$ cat src/rtl/seq_scan_ctrl.sv
// -----------------------------------------------------------------------------
// seq_scan_ctrl
//
// Serial pattern scanner. A scan is launched from IDLE by start, using a
// pattern length of 1..8 bits, overlapping or non-overlapping detection, and a
// target match count. The configuration is latched at launch. Qualified
// serial bits are shifted into a history register. Each detected pattern gives
// a one-cycle match pulse. When the target count is reached, the scan ends
// with a one-cycle done pulse.
//
// Ports
//   clk          : single clock, rising edge
//   rst          : synchronous active-high reset
//   start        : launch a scan (honoured only in IDLE)
//   abort        : terminate an active scan (honoured only in SCAN)
//   cfg_pattern  : target pattern, first-received bit is cfg_pattern[cfg_len-1]
//   cfg_len      : pattern length, legal 1..8
//   cfg_overlap  : 1 = overlapping detection, 0 = non-overlapping
//   cfg_target   : match count that ends a scan, legal 1..255
//   in, in_valid : serial data bit and its qualifier
//   match        : one-cycle pulse per detected pattern
//   match_count  : matches counted in the current or last scan
//   busy         : high while scanning
//   done         : one-cycle pulse when the target count is reached
//   err          : one-cycle pulse when a start is rejected
// -----------------------------------------------------------------------------
module seq_scan_ctrl (
   input  logic       clk,
   input  logic       rst,
   input  logic       start,
   input  logic       abort,
   input  logic [7:0] cfg_pattern,
   input  logic [3:0] cfg_len,
   input  logic       cfg_overlap,
   input  logic [7:0] cfg_target,
   input  logic       in,
   input  logic       in_valid,
   output logic       match,
   output logic [7:0] match_count,
   output logic       busy,
   output logic       done,
   output logic       err
);

   typedef enum logic [1:0] {
      IDLE = 2'd0,
      SCAN = 2'd1,
      DONE = 2'd2
   } state_t;

   state_t     r_state;
   state_t     w_state_next;

   // Only the newest 7 bits of history are needed. The incoming bit
   // completes the 8-bit compare window.
   logic [6:0] r_hist;
   logic [6:0] w_hist_next;
   logic [3:0] r_fill;
   logic [3:0] w_fill_next;
   logic [7:0] r_count;
   logic [7:0] w_count_next;

   // Configuration latched at the accepted start.
   logic [7:0] r_pattern;
   logic [7:0] w_pattern_next;
   logic [3:0] r_len;
   logic [3:0] w_len_next;
   logic       r_overlap;
   logic       w_overlap_next;
   logic [7:0] r_target;
   logic [7:0] w_target_next;

   logic       r_match;
   logic       w_match_next;
   logic       r_err;
   logic       w_err_next;

   logic [7:0] w_word;
   logic [7:0] w_mask;
   logic [3:0] w_fill_inc;
   logic [7:0] w_count_inc;
   logic       w_cfg_legal;
   logic       w_hit;

   // Window mask: the low r_len bits take part in the compare.
   generate
      for (genvar gi = 0; gi < 8; gi++) begin : g_mask
         assign w_mask[gi] = (r_len > 4'(gi));
      end
   endgenerate

   assign w_word      = {r_hist, in};
   assign w_fill_inc  = (r_fill >= 4'd8) ? 4'd8 : (r_fill + 4'd1);
   assign w_count_inc = r_count + 8'd1;
   assign w_cfg_legal = (cfg_len >= 4'd1) && (cfg_len <= 4'd8) && (cfg_target != 8'd0);

   // The fill test makes sure every compared bit was received in this scan.
   // In non-overlap mode, it also makes sure the bits come after the previous
   // match.
   assign w_hit = (({1'b0, r_fill} + 5'd1) >= {1'b0, r_len}) &&
                  ((w_word & w_mask) == (r_pattern & w_mask));

   always_comb begin
      w_state_next   = r_state;
      w_hist_next    = r_hist;
      w_fill_next    = r_fill;
      w_count_next   = r_count;
      w_pattern_next = r_pattern;
      w_len_next     = r_len;
      w_overlap_next = r_overlap;
      w_target_next  = r_target;
      w_match_next   = 1'b0;
      w_err_next     = 1'b0;

      case (r_state)
         IDLE: begin
            if (start) begin
               if (w_cfg_legal) begin
                  w_pattern_next = cfg_pattern;
                  w_len_next     = cfg_len;
                  w_overlap_next = cfg_overlap;
                  w_target_next  = cfg_target;
                  w_hist_next    = 7'd0;
                  w_fill_next    = 4'd0;
                  w_count_next   = 8'd0;
                  w_state_next   = SCAN;
               end else begin
                  w_err_next = 1'b1;
               end
            end
         end

         SCAN: begin
            // abort wins over anything this cycle's sample would have done.
            if (abort) begin
               w_state_next = IDLE;
            end else if (in_valid) begin
               w_hist_next = w_word[6:0];
               w_fill_next = w_fill_inc;
               if (w_hit) begin
                  w_match_next = 1'b1;
                  w_count_next = w_count_inc;
                  if (!r_overlap) begin
                     w_fill_next = 4'd0;
                  end
                  if (w_count_inc == r_target) begin
                     w_state_next = DONE;
                  end
               end
            end
         end

         DONE: begin
            w_state_next = IDLE;
         end

         default: begin
            w_state_next = IDLE;
         end
      endcase
   end

   always_ff @(posedge clk) begin
      if (rst) begin
         r_state   <= IDLE;
         r_hist    <= 7'd0;
         r_fill    <= 4'd0;
         r_count   <= 8'd0;
         r_pattern <= 8'd0;
         r_len     <= 4'd0;
         r_overlap <= 1'b0;
         r_target  <= 8'd0;
         r_match   <= 1'b0;
         r_err     <= 1'b0;
      end else begin
         r_state   <= w_state_next;
         r_hist    <= w_hist_next;
         r_fill    <= w_fill_next;
         r_count   <= w_count_next;
         r_pattern <= w_pattern_next;
         r_len     <= w_len_next;
         r_overlap <= w_overlap_next;
         r_target  <= w_target_next;
         r_match   <= w_match_next;
         r_err     <= w_err_next;
      end
   end

   assign match       = r_match;
   assign err         = r_err;
   assign match_count = r_count;
   assign busy        = (r_state == SCAN);
   assign done        = (r_state == DONE);

endmodule
$ cat config.mk
export PLATFORM = sky130hd
export DESIGN_NAME = seq_scan_ctrl
export DESIGN_NICKNAME = d
export VERILOG_FILES = /design/src/rtl/seq_scan_ctrl.sv
export SDC_FILE = /design/constraint.sdc
export NUM_CORES = 1
export LEC_CHECK = 0
export BUFFER_PORTS_ARGS = -buffer_cell sky130_fd_sc_hd__buf_2
export CAP_MARGIN = 25
export CORE_MARGIN = 4
export CORE_UTILIZATION = 50
export CTS_CLUSTER_SIZE = 12
export DETAILED_ROUTE_END_ITERATION = 8
export GPL_TIMING_DRIVEN = 0
export PLACE_DENSITY = 0.72
export SLEW_MARGIN = 10
export SYNTH_ARGS = -nofsm -noshare
export SYNTH_HDL_FRONTEND = slang
export SYNTH_SLANG_ARGS = --single-unit
$ cat constraint.sdc
create_clock -name clk -period 2.05 [get_ports clk]
set_input_delay 0 -clock clk [delete_from_list [all_inputs] [get_ports clk]]
set_output_delay 0 -clock clk [all_outputs]
set_load 0.05 [all_outputs]
==> impl_metrics.prom, run 1 <==
# TYPE chip_impl_metric gauge
chip_impl_info{name="outcome",value="finished, violations left"} 1
chip_impl_info{name="failed_checks",value="negative setup slack"} 1
chip_impl_metric{name="leakagePower",unit="nW"} 1.28
chip_impl_info{name="cts_root_buf",value="clkbuf_8"} 1
chip_impl_metric{name="min_period_over_period",unit="%"} 102
chip_impl_metric{name="detailedRoute.firstIterationViolations",unit=""} 161
chip_impl_metric{name="die_area",unit="µm²"} 5610
chip_impl_metric{name="grt.total_usage",unit="%"} 21.4
chip_impl_info{name="critical_path_class",value="reg2reg"} 1
chip_impl_metric{name="chipHeight",unit="µm"} 74.9
chip_impl_metric{name="i_o_pin_cnt",unit=""} 39
chip_impl_metric{name="synth-xor-area-share",unit="%"} 9.00
chip_impl_metric{name="power.density",unit="nW/µm²"} 580
chip_impl_metric{name="ys_seq_area_share",unit="%"} 39.4
chip_impl_metric{name="grt_pass1_vias",unit=""} 1979
chip_impl_metric{name="synth_warnings",unit=""} 0
chip_impl_info{name="timing.critical_path.from_type",value="flip-flop"} 1
chip_impl_metric{name="io_buffer_count",unit=""} 37
chip_impl_metric{name="synth_area_per_cell",unit="µm²"} 8.29
chip_impl_metric{name="path_clk_slew",unit="ps"} 90
chip_impl_metric{name="htree_levels",unit=""} 2
chip_impl_metric{name="clk_path_buf_depth",unit=""} 2
chip_impl_metric{name="cts_num_sinks",unit=""} 44
chip_impl_metric{name="cap_violations",unit=""} 0
chip_impl_metric{name="effective_utilization_at_floorplan",unit="%"} 51.4
chip_impl_metric{name="synth_fa_ha_area_share",unit="%"} 3.91
chip_impl_metric{name="layout-drive-gt1-share",unit="%"} 27.2
chip_impl_metric{name="fp_rows",unit=""} 24
chip_impl_metric{name="synth_top_cell_area_share",unit="%"} 39.4
chip_impl_metric{name="synth.net_count",unit=""} 304
chip_impl_metric{name="use_met1",unit="%"} 28.9
chip_impl_metric{name="synth_simple_gate_area_share",unit="%"} 22.9
chip_impl_metric{name="vdd_ir_drop_max",unit="µV"} 397
chip_impl_metric{name="tightestPinTransition",unit="ps"} 495
chip_impl_metric{name="drt_pre_antenna_iters",unit=""} 4
chip_impl_metric{name="worstSkewPairLatency",unit="ps"} 300
chip_impl_metric{name="antenna_found_initial",unit=""} 0
chip_impl_info{name="grt_setup_unrepaired",value="true"} 1
chip_impl_metric{name="routed_wirelength",unit="µm"} 5660
chip_impl_metric{name="slew_viol_final",unit=""} 0
chip_impl_metric{name="finalWorstSetupSlack",unit="ps"} -49.6
chip_impl_metric{name="synth.area.mux_share",unit="%"} 0.895
chip_impl_metric{name="final_hold_viol_count",unit=""} 0
chip_impl_metric{name="area.growth.synth_to_final",unit="%"} 33.6
chip_impl_metric{name="via_per_inst",unit=""} 5.42
chip_impl_info{name="tritoncts",value="done"} 1
chip_impl_info{name="hold_path_class",value="in2reg"} 1
chip_impl_metric{name="fillerInstances",unit=""} 349
chip_impl_metric{name="drc",unit=""} 0
chip_impl_metric{name="max_freq",unit="MHz"} 476
chip_impl_metric{name="syn_inst",unit=""} 270
chip_impl_metric{name="report.final.setup_viol",unit=""} 2
chip_impl_metric{name="gp_routability_congestion",unit=""} 0.776
chip_impl_info{name="combinational_family_with_the_most_area_after_synthesis",value="simple AND/OR/NAND/NOR gates"} 1
chip_impl_metric{name="final-instance-count-excl-fill",unit=""} 398
chip_impl_info{name="dominant_cells_by_area_after_synthesis",value="dfxtp_1, nand2_1, a21oi_1"} 1
chip_impl_metric{name="detailroute.via_count",unit=""} 2157
chip_impl_metric{name="dp_hpwl",unit="µm"} 3740
chip_impl_info{name="final_common_cell",value="nand2_1"} 1
chip_impl_metric{name="globalRouteMet2Util",unit="%"} 34.3
chip_impl_info{name="synth_largest_area_cell",value="dfxtp_1"} 1
chip_impl_metric{name="cp_max_fo",unit=""} 6
chip_impl_metric{name="fin_worst_hold_slack",unit="ps"} 21.7
chip_impl_info{name="grt.busiest_layer",value="met2"} 1
chip_impl_metric{name="nNetsFinal",unit=""} 380
chip_impl_metric{name="numCtsBuffers",unit=""} 5
chip_impl_metric{name="final.setup_skew",unit="ps"} 9.22
chip_impl_metric{name="groute.layer.met3.usage",unit="%"} 4.41
chip_impl_metric{name="core-area",unit="µm²"} 4350
chip_impl_metric{name="shortest_period_the_worst_path_allows",unit="ps"} 2100
chip_impl_metric{name="grt_remaining_overflow",unit=""} 0
chip_impl_metric{name="dpl-instance-area",unit="µm²"} 2500
chip_impl_metric{name="die_span_x",unit="µm"} 74.9
chip_impl_metric{name="synthesis.area",unit="µm²"} 2240
chip_impl_metric{name="worst-endpoint-arrival",unit="ps"} 2280
chip_impl_metric{name="antenna_cell_count",unit=""} 0
chip_impl_metric{name="ys_types",unit=""} 44
chip_impl_metric{name="grt_start_max_net_pins",unit=""} 14
chip_impl_metric{name="synthesized_flop_and_latch_total",unit=""} 44
chip_impl_metric{name="grt_pass1_wl",unit="µm"} 9230
chip_impl_info{name="timing.critical_path.to_type",value="flip-flop"} 1
chip_impl_metric{name="timing.critical_path.required",unit="ps"} 2230
chip_impl_metric{name="post-place-cells",unit=""} 359
chip_impl_metric{name="worst_slew_margin_rel",unit="%"} 67.0
chip_impl_metric{name="layout.cell_area.non_filler",unit="µm²"} 2990
chip_impl_info{name="mostFrequentLayoutCells",value="nand2_1, buf_2, dfxtp_1"} 1
chip_impl_metric{name="synth_compound_gate_area_share",unit="%"} 20.6
chip_impl_metric{name="routed_length_per_placed_instance",unit="µm"} 14.2
chip_impl_metric{name="antenna_violating_nets_post_route",unit=""} 0
-- synthesized netlist by cell type (all sizes together) --
library cell  instances
a211oi                1
nor3b                 3
o22ai                 1
dfxtp                44
o31ai                 5
a311oi                1
nand2b                2
nor2                 14
a21o                  5
or3                   1
nand4                 3
o21ai                 7
a41oi                 1
nor2b                 1
or2                   3
ha                    7
a222oi                1
nor3                  3
nor4                  5
xnor2                10
and3                  6
xor2                 13
o31a                  2
buf                   1
inv                   8
clkbuf                9
nand3                13
mux2i                 2
nand2                52
nor4b                 1
a31o                  1
a211o                 3
o211ai                1
and4                  1
a31oi                 4
o21a                  2
a21boi                1
a32o                  2
a21oi                30
-- timing repair --
action | in CTS | in global routing
hold buffers | 23 | 0
pin swaps | 13 | 7
setup buffers | 5 | 4
resized for setup | 11 | 19
hold endpoints to repair | 23 | 0
endpoints found under the setup margin | 10 | 33
-- path summary, 6_finish.rpt --
kind,from,endpoint,slack [ps],depth (start not counted)
worst max-delay path,match_count[1],r_state[0],-50,7
worst min register to register,r_pattern[7],r_pattern[7],470,2
worst min-delay path,rst,r_state[0],20,3
worst max register to register,match_count[1],r_state[0],-50,7
-- per-stage QoR --
step | TNS, ps | setup WS, ps | power [mW] | util, %
after global routing | -919 | -134 | 1.81 | 68.6
after global placement | -1600 | -237 | 1.16 | 57.5
after CTS | -142 | -76.0 | 1.74 | 66.5
after detailed placement | -2070 | -288 | 1.16 | 57.5
after floorplan | -8.30 | -8.30 | 1.08 | -
final | -65.2 | -49.6 | 1.73 | 68.6
-- cells by family after synthesis --
kind of cell,count (synthesis)
DFF,44
and+or+nand+nor,108
adders and majority gates,7
buffers and inverters,18
AOI/OAI and AO/OA,68
xor gates and xnor gates,23
muxes,2
-- flip-flops by register name, indices dropped and copies added (netlist names) --
name and cells:
r_hist 7, r_pattern 8, match 1, r_state 2, r_target 8, r_len 4, match_count 8, r_overlap 1
err 1, r_fill 4
-- cell type report --
type                            instances  area (µm²)  area share, %
Buffer                                 10        48.8           1.63
Clock buffer                            5        68.8           2.30
Clock inverter                          2        12.5          0.419
Inverter                                8        30.0           1.00
Multi-Input combinational cell        208        1370           45.9
Sequential cell                        44         905           30.3
Tap cell                               52        65.1           2.18
Timing Repair Buffer                   69         487           16.3
-- worst max-delay path, stage by stage (launching register included) --
cell      delay [ps]
dfxtp_4          390
ha_4             170
nand3_2          150
or2_2            370
xnor2_1          140
nor4_1           270
o211ai_1         190
o31a_2           310
-- metal layers --
metal / vias up / share of wire [%]
li1: 1100 / -
met5: - / 0
met3: 7 / 4.5
met2: 45 / 48
met4: 0 / 1.3
met1: 1005 / 46
-- where the power goes --
group          internal [mW]  switching [mW]  leakage (nW)
Combinational          0.140           0.165         0.881
Sequential             0.875          0.0250         0.363
Clock                  0.231           0.296        0.0400
Total                   1.25           0.487          1.28
(Power assumes the default switching activity.)
==> run 2, diff against run 1 <==
- CORE_UTILIZATION: 50 -> 40
- PLACE_DENSITY: 0.72 -> 0.6
==> run 2 against run 1 <==
Net effect:
- the flow finishes with violations (negative hold slack, negative setup slack)
- clock-buffer cell count rose by 1
- power up 5.5%
- non-clock buffer count is 2 lower
- maximum frequency rose by 0.19%
- worst hold slack worse by 25 ps
- register-to-register slack barely moved
- sequential power is essentially flat
- critical path depth increased by 3
- setup slack better by 4.0 ps
- critical endpoint is now match_count[2]
==> impl_metrics.prom, run 2 (synthesis results as in run 1) <==
# TYPE chip_impl_metric gauge
chip_impl_info{name="failed_checks",value="negative hold slack, negative setup slack"} 1
chip_impl_metric{name="drc",unit=""} 0
chip_impl_info{name="path_common_cell",value="buf_4"} 1
chip_impl_metric{name="shortest_period_the_worst_path_allows",unit="ps"} 2100
chip_impl_metric{name="grt_pass1_vias",unit=""} 2020
chip_impl_metric{name="worstSkewPairLatency",unit="ps"} 300
chip_impl_metric{name="antenna_found_initial",unit=""} 0
chip_impl_info{name="hold_path_class",value="in2reg"} 1
chip_impl_metric{name="worst-endpoint-arrival",unit="ps"} 2300
chip_impl_metric{name="power.density",unit="nW/µm²"} 601
chip_impl_metric{name="max_freq",unit="MHz"} 477
chip_impl_metric{name="grt_remaining_overflow",unit=""} 0
chip_impl_metric{name="antenna_cell_count",unit=""} 0
chip_impl_metric{name="fp_rows",unit=""} 26
chip_impl_metric{name="slew_viol_final",unit=""} 0
chip_impl_metric{name="routed_length_per_placed_instance",unit="µm"} 13.8
chip_impl_metric{name="post-place-cells",unit=""} 377
chip_impl_metric{name="leakagePower",unit="nW"} 1.30
chip_impl_metric{name="area.growth.synth_to_final",unit="%"} 36.1
chip_impl_metric{name="antenna_violating_nets_post_route",unit=""} 0
chip_impl_metric{name="core-area",unit="µm²"} 5270
chip_impl_metric{name="grt.total_usage",unit="%"} 18.4
chip_impl_info{name="final_common_cell",value="nand2_1"} 1
chip_impl_metric{name="place_worst_setup_slack",unit="ps"} -363
chip_impl_metric{name="vdd_ir_drop_max",unit="µV"} 334
chip_impl_metric{name="min_period_over_period",unit="%"} 102
chip_impl_metric{name="effective_utilization_at_floorplan",unit="%"} 42.5
chip_impl_info{name="mostFrequentLayoutCells",value="nand2_1, buf_2, dfxtp_1"} 1
chip_impl_info{name="timing.critical_path.to_type",value="flip-flop"} 1
chip_impl_metric{name="die_area",unit="µm²"} 6850
chip_impl_metric{name="final_hold_viol_count",unit=""} 1
chip_impl_metric{name="drt_pre_antenna_iters",unit=""} 4
chip_impl_info{name="critical_path.slowest_cell",value="dfxtp_4"} 1
chip_impl_metric{name="worst_slew_margin_rel",unit="%"} 63.5
chip_impl_metric{name="critPathBufInv",unit=""} 3
chip_impl_metric{name="cts_num_sinks",unit=""} 44
chip_impl_metric{name="report.final.setup_viol",unit=""} 1
chip_impl_metric{name="io_buffer_count",unit=""} 37
chip_impl_metric{name="fin_worst_hold_slack",unit="ps"} -3.15
chip_impl_info{name="cpLargestDelayFamily",value="compound AO/OA/AOI/OAI gates"} 1
chip_impl_info{name="grt_setup_unrepaired",value="true"} 1
chip_impl_metric{name="r2r_slack",unit="ps"} -50
chip_impl_metric{name="grt_start_max_net_pins",unit=""} 15
chip_impl_info{name="critical_path_class",value="reg2reg"} 1
chip_impl_metric{name="htree_levels",unit=""} 2
chip_impl_metric{name="gp_routability_congestion",unit=""} 0.820
chip_impl_metric{name="final.setup_skew",unit="ps"} 5.02
chip_impl_metric{name="die_span_x",unit="µm"} 82.8
chip_impl_metric{name="cp_max_fo",unit=""} 8
chip_impl_info{name="timing.critical_path.from_type",value="flip-flop"} 1
chip_impl_metric{name="i_o_pin_cnt",unit=""} 39
chip_impl_info{name="cts_root_buf",value="clkbuf_8"} 1
chip_impl_metric{name="path_clk_slew",unit="ps"} 90
chip_impl_metric{name="clk_path_buf_depth",unit=""} 2
chip_impl_info{name="cp_cell_sequence",value="buf_4 -> buf_4 -> ha_1 -> nand2b_4 -> a211oi_2 -> o21ai_2 -> nand4_1 -> buf_6 -> nor3b_1 -> a211o_1"} 1
chip_impl_metric{name="fillerInstances",unit=""} 493
chip_impl_info{name="outcome",value="finished, violations left"} 1
chip_impl_metric{name="nNetsFinal",unit=""} 378
chip_impl_metric{name="chipHeight",unit="µm"} 82.8
chip_impl_info{name="tritoncts",value="done"} 1
chip_impl_metric{name="numCtsBuffers",unit=""} 5
chip_impl_metric{name="final-instance-count-excl-fill",unit=""} 415
chip_impl_metric{name="detailedRoute.firstIterationViolations",unit=""} 117
chip_impl_metric{name="detailroute.via_count",unit=""} 2111
chip_impl_metric{name="tightestPinTransition",unit="ps"} 546
chip_impl_metric{name="routed_wirelength",unit="µm"} 5720
chip_impl_metric{name="dp_hpwl",unit="µm"} 4040
chip_impl_metric{name="finalWorstSetupSlack",unit="ps"} -45.6
chip_impl_metric{name="crit_path_max_incr_delay",unit="ps"} 370
chip_impl_metric{name="timing.critical_path.required",unit="ps"} 2250
chip_impl_metric{name="layout-drive-gt1-share",unit="%"} 27.2
chip_impl_metric{name="grt_pass1_wl",unit="µm"} 9670
chip_impl_metric{name="cap_violations",unit=""} 0
chip_impl_metric{name="via_per_inst",unit=""} 5.09
[run 2: per-layer routing]
metal | routed length (µm) | global-route usage (%) | up-vias | share of wire (%)
li1 | - | - | 1098 | -
met1 | 2590 | 23.1 | 959 | 45
met2 | 2760 | 31.3 | 47 | 48
met3 | 294 | 4.43 | 7 | 5.1
met4 | 69 | 5.56 | 0 | 1.2
met5 | 0 | 0 | - | 0
[run 2: metrics by stage]
stage | power, mW | cell area [µm²] | TNS, ps | utilization, %
floorplan | 1.08 | 2250 | -8.30 | -
global placement | 1.16 | 2520 | -2080 | 47.9
detailed placement | 1.16 | 2520 | -2450 | 47.9
CTS | 1.82 | 2960 | -20.2 | 56.2
global route | 1.93 | 3040 | -554 | 57.8
finish | 1.83 | 3040 | -45.6 | 57.8
[run 2: path summary, 6_finish.rpt]
check        depth (start not counted)             end    startpoint
max reg2reg                         10  match_count[2]     r_fill[0]
min                                  3      r_state[0]           rst
max                                 10  match_count[2]     r_fill[0]
min reg2reg                          2    r_pattern[1]  r_pattern[1]
[run 2: repair_timing]
action                     in CTS  in global routing
resized for setup              14                 16
hold buffers                   23                  0
pin swaps                       7                  5
gates cloned                    0                  0
buffers inserted                4                  5
hold endpoints to repair       23                  0
setup endpoints to repair      10                 35
[run 2: final cells by class]
cell class	count	area [µm²]	area share, %
Multi-Input combinational cell	208	1390	45.6
Clock buffer	6	93.8	3.08
Buffer	8	40.0	1.32
Timing Repair Buffer	69	490	16.1
Tap cell	70	87.6	2.88
Inverter	8	30.0	0.986
Clock inverter	2	11.3	0.370
Sequential cell	44	903	29.7
[run 2: tightest hold or removal path: cells and delay by family]
kind	cells	cell delay (ps)
buffers and inverters	1	110
AOI/OAI and AO/OA	1	100
and+or+nand+nor	1	50
[run 2: where the power goes]
group,total [mW],internal [mW],switching (mW)
Sequential,0.901,0.877,0.0249
Clock,0.624,0.313,0.311
Combinational,0.304,0.140,0.164
